$ cat config.mk
export PLATFORM = sky130hd
export DESIGN_NAME = uart_tx_fifo
export DESIGN_NICKNAME = d
export VERILOG_FILES = /design/src/rtl/uart_tx_fifo.sv
export SDC_FILE = /design/constraint.sdc
export NUM_CORES = 1
export LEC_CHECK = 0
export CAP_MARGIN = 20
export CORE_MARGIN = 10
export CORE_UTILIZATION = 40
export DETAILED_ROUTE_END_ITERATION = 10
export GPL_ROUTABILITY_DRIVEN = 1
export SYNTH_ARGS = -nofsm -noshare
export SYNTH_HDL_FRONTEND = slang
export SYNTH_SLANG_ARGS = --single-unit
$ cat constraint.sdc
create_clock -name clk -period 6.5 [get_ports clk]
set_input_delay 1.3 -clock clk [delete_from_list [all_inputs] [get_ports clk]]
set_output_delay 1.3 -clock clk [all_outputs]
set_load 0.005 [all_outputs]
$ cat src/rtl/uart_tx_fifo.sv
// uart_tx_fifo: byte FIFO in front of a UART transmitter. Bytes are released one at a
// time through a one-cycle enable pulse, only after the previous frame has fully drained.
module uart_tx_fifo #(
    parameter int DEPTH = 16
) (
    input  logic                   clk,
    input  logic                   resetn,
    input  logic                   s_valid_i,
    input  logic [7:0]             s_data_i,
    output logic                   s_ready_o,
    output logic                   tx_e_o,
    output logic [7:0]             tx_d_o,
    input  logic                   tx_busy_i,
    output logic [$clog2(DEPTH):0] count_o,
    output logic                   empty_o,
    output logic                   full_o
);
    localparam int AW = $clog2(DEPTH);

    typedef enum logic [1:0] {
        IDLE  = 2'd0,
        SEND  = 2'd1,
        ACK   = 2'd2,
        DRAIN = 2'd3
    } state_t;

    state_t      state, state_nxt;
    logic [7:0]  mem [DEPTH];
    logic [AW:0] wr_ptr, rd_ptr;
    logic        push, pop;

    // Flags depend only on registered pointers, never on s_valid_i.
    assign count_o   = wr_ptr - rd_ptr;
    assign empty_o   = (count_o == '0);
    assign full_o    = (count_o == (AW+1)'(DEPTH));
    assign s_ready_o = !full_o;
    assign push      = s_valid_i && s_ready_o;

    assign tx_e_o    = (state == SEND);

    always_ff @(posedge clk) begin
        if (push)
            mem[wr_ptr[AW-1:0]] <= s_data_i;
    end

    always_ff @(posedge clk) begin
        if (!resetn) begin
            wr_ptr <= '0;
            rd_ptr <= '0;
        end else begin
            if (push)
                wr_ptr <= wr_ptr + (AW+1)'(1);
            if (pop)
                rd_ptr <= rd_ptr + (AW+1)'(1);
        end
    end

    // Held from pop to next pop, so the transmitter sees a stable byte for the whole frame.
    always_ff @(posedge clk) begin
        if (!resetn)
            tx_d_o <= 8'h00;
        else if (pop)
            tx_d_o <= mem[rd_ptr[AW-1:0]];
    end

    always_ff @(posedge clk) begin
        if (!resetn)
            state <= IDLE;
        else
            state <= state_nxt;
    end

    // ACK waits for busy to rise so a slow-to-respond transmitter cannot get a second pulse.
    always_comb begin
        state_nxt = state;
        pop       = 1'b0;
        case (state)
            IDLE: begin
                if (!empty_o && !tx_busy_i) begin
                    pop       = 1'b1;
                    state_nxt = SEND;
                end
            end
            SEND:  state_nxt = ACK;
            ACK:   if (tx_busy_i) state_nxt = DRAIN;
            DRAIN: if (!tx_busy_i) state_nxt = IDLE;
            default: state_nxt = IDLE;
        endcase
    end
endmodule
==> impl_summary.log <==
[metrics] register area: 4250 um^2
[metrics] RSZ-0062 raised after global routing: no
[metrics] Mapped Cells: 346
[metrics] number of setup violations in the final report: 0
[metrics] Die Footprint: 20600 um^2
[metrics] NetSw: 0.790 mW
[metrics] number of global-route vias before repair: 3314
[metrics] post-CTS setup buffers: 0
[metrics] commonest non-fill, non-tap cells in the layout: 128 x sky130_fd_sc_hd__edfxtp_1, 32 x sky130_fd_sc_hd__mux4_2, 28 x sky130_fd_sc_hd__clkdlybuf4s50_1
[metrics] fraction of final layout cells with drive strength greater than 1: 18.0%
[metrics] required time worst endpoint: 5200 ps
[metrics] Sw Ratio: 27.2%
[metrics] antenna violations before repair: 0
[metrics] leakage power of the design: 2.37 nW
[metrics] footprint of the multi-input gates: 1740 um^2
[metrics] Power per Cell Area: 403 nW/um^2
[metrics] PnR worst setup slack: 1840 ps
[metrics] category of the most critical setup path: flip-flop to output pin
[metrics] startpoint types: flip-flop
[metrics] aggregate global-route resource usage: 12.7%
[metrics] DIE HEIGHT: 144 um
[metrics] worst slew pin tran: 945 ps
[metrics] TritonCTS buffer count: 17
[metrics] average cell area after synthesis: 17.7 um^2
[metrics] highest signal layer in the routed design: met4
[metrics] CTS clk-pin slew, worst paths: 60 ps
[metrics] Syn. warnings: 0
[metrics] Achievable Freq: 0.215 GHz
[metrics] total of buffers placed on input and output ports: 28
[metrics] clock root cell: sky130_fd_sc_hd__clkbuf_16
[metrics] # DRC: 0
[metrics] clock tree from TritonCTS: built
[metrics] sequential share of the synthesized area: 69.5%
[metrics] Sequential Power Share: 38.7%
[metrics] number of gates resized after cts: 0
[metrics] router iterations before antenna repair: 4
[metrics] number of placement rows: 45
[metrics] Min-Delay Path Class: flip-flop to flip-flop
[metrics] CTS Buffer Depth: 2
[metrics] syn_nets: 372
[metrics] final weighted congestion in routability-driven placement: 0.814
[metrics] origin of the worst min-delay path: rd_ptr[4]$_SDFFE_PN0P_
[metrics] Max VDD drop: 0.000182 V
[metrics] synth top area cells: sky130_fd_sc_hd__edfxtp_1 63%, sky130_fd_sc_hd__mux4_2 12%, sky130_fd_sc_hd__dfxtp_1 6.6%, sky130_fd_sc_hd__ha_1 2.7%, sky130_fd_sc_hd__and3_1 1.3%
[metrics] overall via count from detail_route: 3179
[metrics] count of cell types in the netlist: 42
[metrics] data arrival at the endpoint of the critical path: 3360 ps
[metrics] DRT antenna net count: 0
[metrics] Post-Route Setup TNS: 0 ps
[metrics] worst-case setup slack after placement: 2240 ps
[metrics] cell-internal power: 2.11 mW
[metrics] largest net degree at the start of global routing: 37
[metrics] max-capacitance violation count: 0
[metrics] initial core utilization: 40.5%
[metrics] crit path from: rd_ptr[1]$_SDFFE_PN0P_
[metrics] wl on met1: 5660 um
[metrics] ports placed on the boundary: 29
[metrics] post-layout net count: 408
[metrics] number of buffers added to fix hold violations after cts: 0
[metrics] Clock Latency Late Sink: 420 ps
[metrics] min cycle time layout: 4660 ps
[metrics] portion of the clock cycle consumed by the worst path in the final layout: 71.7%
[metrics] synth-to-layout area growth: 17.8%
[metrics] cell at the slowest stage of the critical path: sky130_fd_sc_hd__clkdlybuf4s50_1
[metrics] category of the worst setup path capture point: output pin
[metrics] total number of clock tree sinks: 148
[metrics] Post-Route Hold Slack: 502 ps
[metrics] final count of pins violating max slew: 0
[metrics] number of H-tree branching levels: 4
[metrics] proportion of synthesized flip-flops having asynchronous set or reset: 0%
[metrics] slowest stage delay, CP: 560 ps
[metrics] share of the synthesized area in the top cell type: 62.9%
[metrics] Final Routed Wirelength: 12300 um
[metrics] Worst R2R Setup Slack: 3110 ps
[metrics] Post-Synthesis Cell Area: 6110 um^2
[metrics] clock tree skew after final layout: 5.82 ps
[metrics] total congestion overflow after global routing: 0
[metrics] ys flop type: sky130_fd_sc_hd__edfxtp_1
[metrics] Clk network pwr share: 35.6%
[metrics] number of register bits inferred by synthesis: 148
[metrics] wire length on met2: 6040 um
[metrics] core region area: 15100 um^2
[metrics] Crit Path Max Fanout: 36
[metrics] source of the worst register-to-register timing path: rd_ptr[1]$_SDFFE_PN0P_
[metrics] number of inserted filler cells in the final layout: 1238
[metrics] routed wl met3: 464 um
[metrics] relative slew slack: 36.8%
[metrics] run status: finished clean
[metrics] first-iteration detailed-routing DRC count: 281
[metrics] dpl hpwl: 7820 um
[metrics] Wirelength per Cell: 21.2 um
[metrics] Cell Chain, Critical Path: buf_4, inv_1, fa_1, nor3b_1, nand4b_1, a2bb2o_4, inv_2, clkdlybuf4s50_1
[metrics] most common cell after layout, fill and taps aside: sky130_fd_sc_hd__edfxtp_1
[metrics] final number of hold-violating endpoints: 0
[metrics] n_diodes: 0
[metrics] top cell type by total area after synthesis: sky130_fd_sc_hd__edfxtp_1
[metrics] die width: 144 um
[metrics] count of flip-flops with a built-in enable after synthesis: 128
[metrics] vias per cell: 5.45
[metrics] wire length of the first global-routing pass: 19400 um
[metrics] part of the power in combinational logic: 25.7%
## worst paths after layout
| check | to | depth (start not counted) |
|---|---|---|
| max reg2reg | mem[7][3]$_DFFE_PP_ | 8 |
| max | empty_o | 8 |
| min | rd_ptr[4]$_SDFFE_PN0P_ | 2 |
| min reg2reg | rd_ptr[4]$_SDFFE_PN0P_ | 2 |
## power by group through the flow
stage / Combinational [mW] / Sequential, mW / Clock [mW]
4_1_cts: 0.765 / 1.12 / 1.05
2_1_floorplan: 0.511 / 1.14 / 0
3_5_place_dp: 0.760 / 1.14 / 0
3_3_place_gp: 0.746 / 1.14 / 0
5_1_grt: 0.826 / 1.13 / 1.09
6_report: 0.747 / 1.12 / 1.03
## final cells by class
class	count	area share [%]
clock buffer	17	5.91
clock inverter	15	2.83
inverter	12	0.626
multi-input combinational	172	24.2
sequential	148	59.0
tap	188	3.27
timing repair buffer	31	4.21
## state kept, by name (all words and copies together) (netlist names)
| name | count |
|---|---|
| tx_d_o | 8 |
| state | 2 |
| rd_ptr | 5 |
| wr_ptr | 5 |
| mem | 128 |
## cell families after synthesis
logic type / after synthesis / share of synthesized area [%]
compound gates: 55 / 6.78
fa+ha+maj: 14 / 2.99
mux: 36 / 12.4
simple gates: 64 / 5.79
xor+xnor: 3 / 0.430
buf+inv: 26 / 2.11
flops: 148 / 69.5
## stage by stage
| stage | util, % | std cells | cell area, um^2 | total power, mW |
|---|---|---|---|---|
| final | 47.7 | 583 | 7200 | 2.90 |
| after floorplan | - | 346 | 6110 | 1.65 |
| after global placement | 43.5 | 551 | 6570 | 1.89 |
| after global routing | 47.7 | 583 | 7200 | 3.04 |
| after CTS | 47.7 | 583 | 7200 | 2.93 |
| after detailed placement | 43.5 | 551 | 6570 | 1.90 |
## critical path, delay by kind of cell, from the launching register on
kind,cells,cell delay (ps)
buffers and inverters,4,1370
adder cells (fa/ha/maj),1,530
AND/OR/NAND/NOR,2,450
flip-flops,1,310
AO/OA/AOI/OAI,1,280
## cells in the mapped netlist, types with 2 or more instances
cell / n
sky130_fd_sc_hd__dfxtp_1: 20
sky130_fd_sc_hd__mux2i_1: 4
sky130_fd_sc_hd__and3_1: 13
sky130_fd_sc_hd__a21oi_1: 4
sky130_fd_sc_hd__nand3b_1: 3
sky130_fd_sc_hd__nand4_1: 3
sky130_fd_sc_hd__nand4b_1: 2
sky130_fd_sc_hd__buf_6: 2
sky130_fd_sc_hd__ha_1: 13
sky130_fd_sc_hd__a21boi_0: 2
sky130_fd_sc_hd__nand2_1: 11
sky130_fd_sc_hd__nand3_1: 4
sky130_fd_sc_hd__nor3_1: 2
sky130_fd_sc_hd__a21boi_1: 3
sky130_fd_sc_hd__a22o_1: 8
sky130_fd_sc_hd__o211ai_1: 8
sky130_fd_sc_hd__nand2b_1: 2
sky130_fd_sc_hd__nor2_1: 10
sky130_fd_sc_hd__buf_4: 3
sky130_fd_sc_hd__inv_1: 11
sky130_fd_sc_hd__edfxtp_1: 128
sky130_fd_sc_hd__buf_2: 4
sky130_fd_sc_hd__xor2_1: 3
sky130_fd_sc_hd__nor3b_1: 2
sky130_fd_sc_hd__nor2b_1: 5
sky130_fd_sc_hd__o21ai_0: 15
sky130_fd_sc_hd__or3_1: 5
sky130_fd_sc_hd__clkbuf_1: 4
sky130_fd_sc_hd__a221oi_1: 8
sky130_fd_sc_hd__mux4_2: 32
## layer usage
| layer | GRT usage (%) | vias to the layer above |
|---|---|---|
| li1 | - | 1480 |
| met1 | 16.4 | 1632 |
| met2 | 20.3 | 55 |
| met3 | 2.87 | 12 |
| met4 | 5.16 | 0 |
| met5 | 0 | - |
No activity file was read; power rests on OpenSTA's default activity.
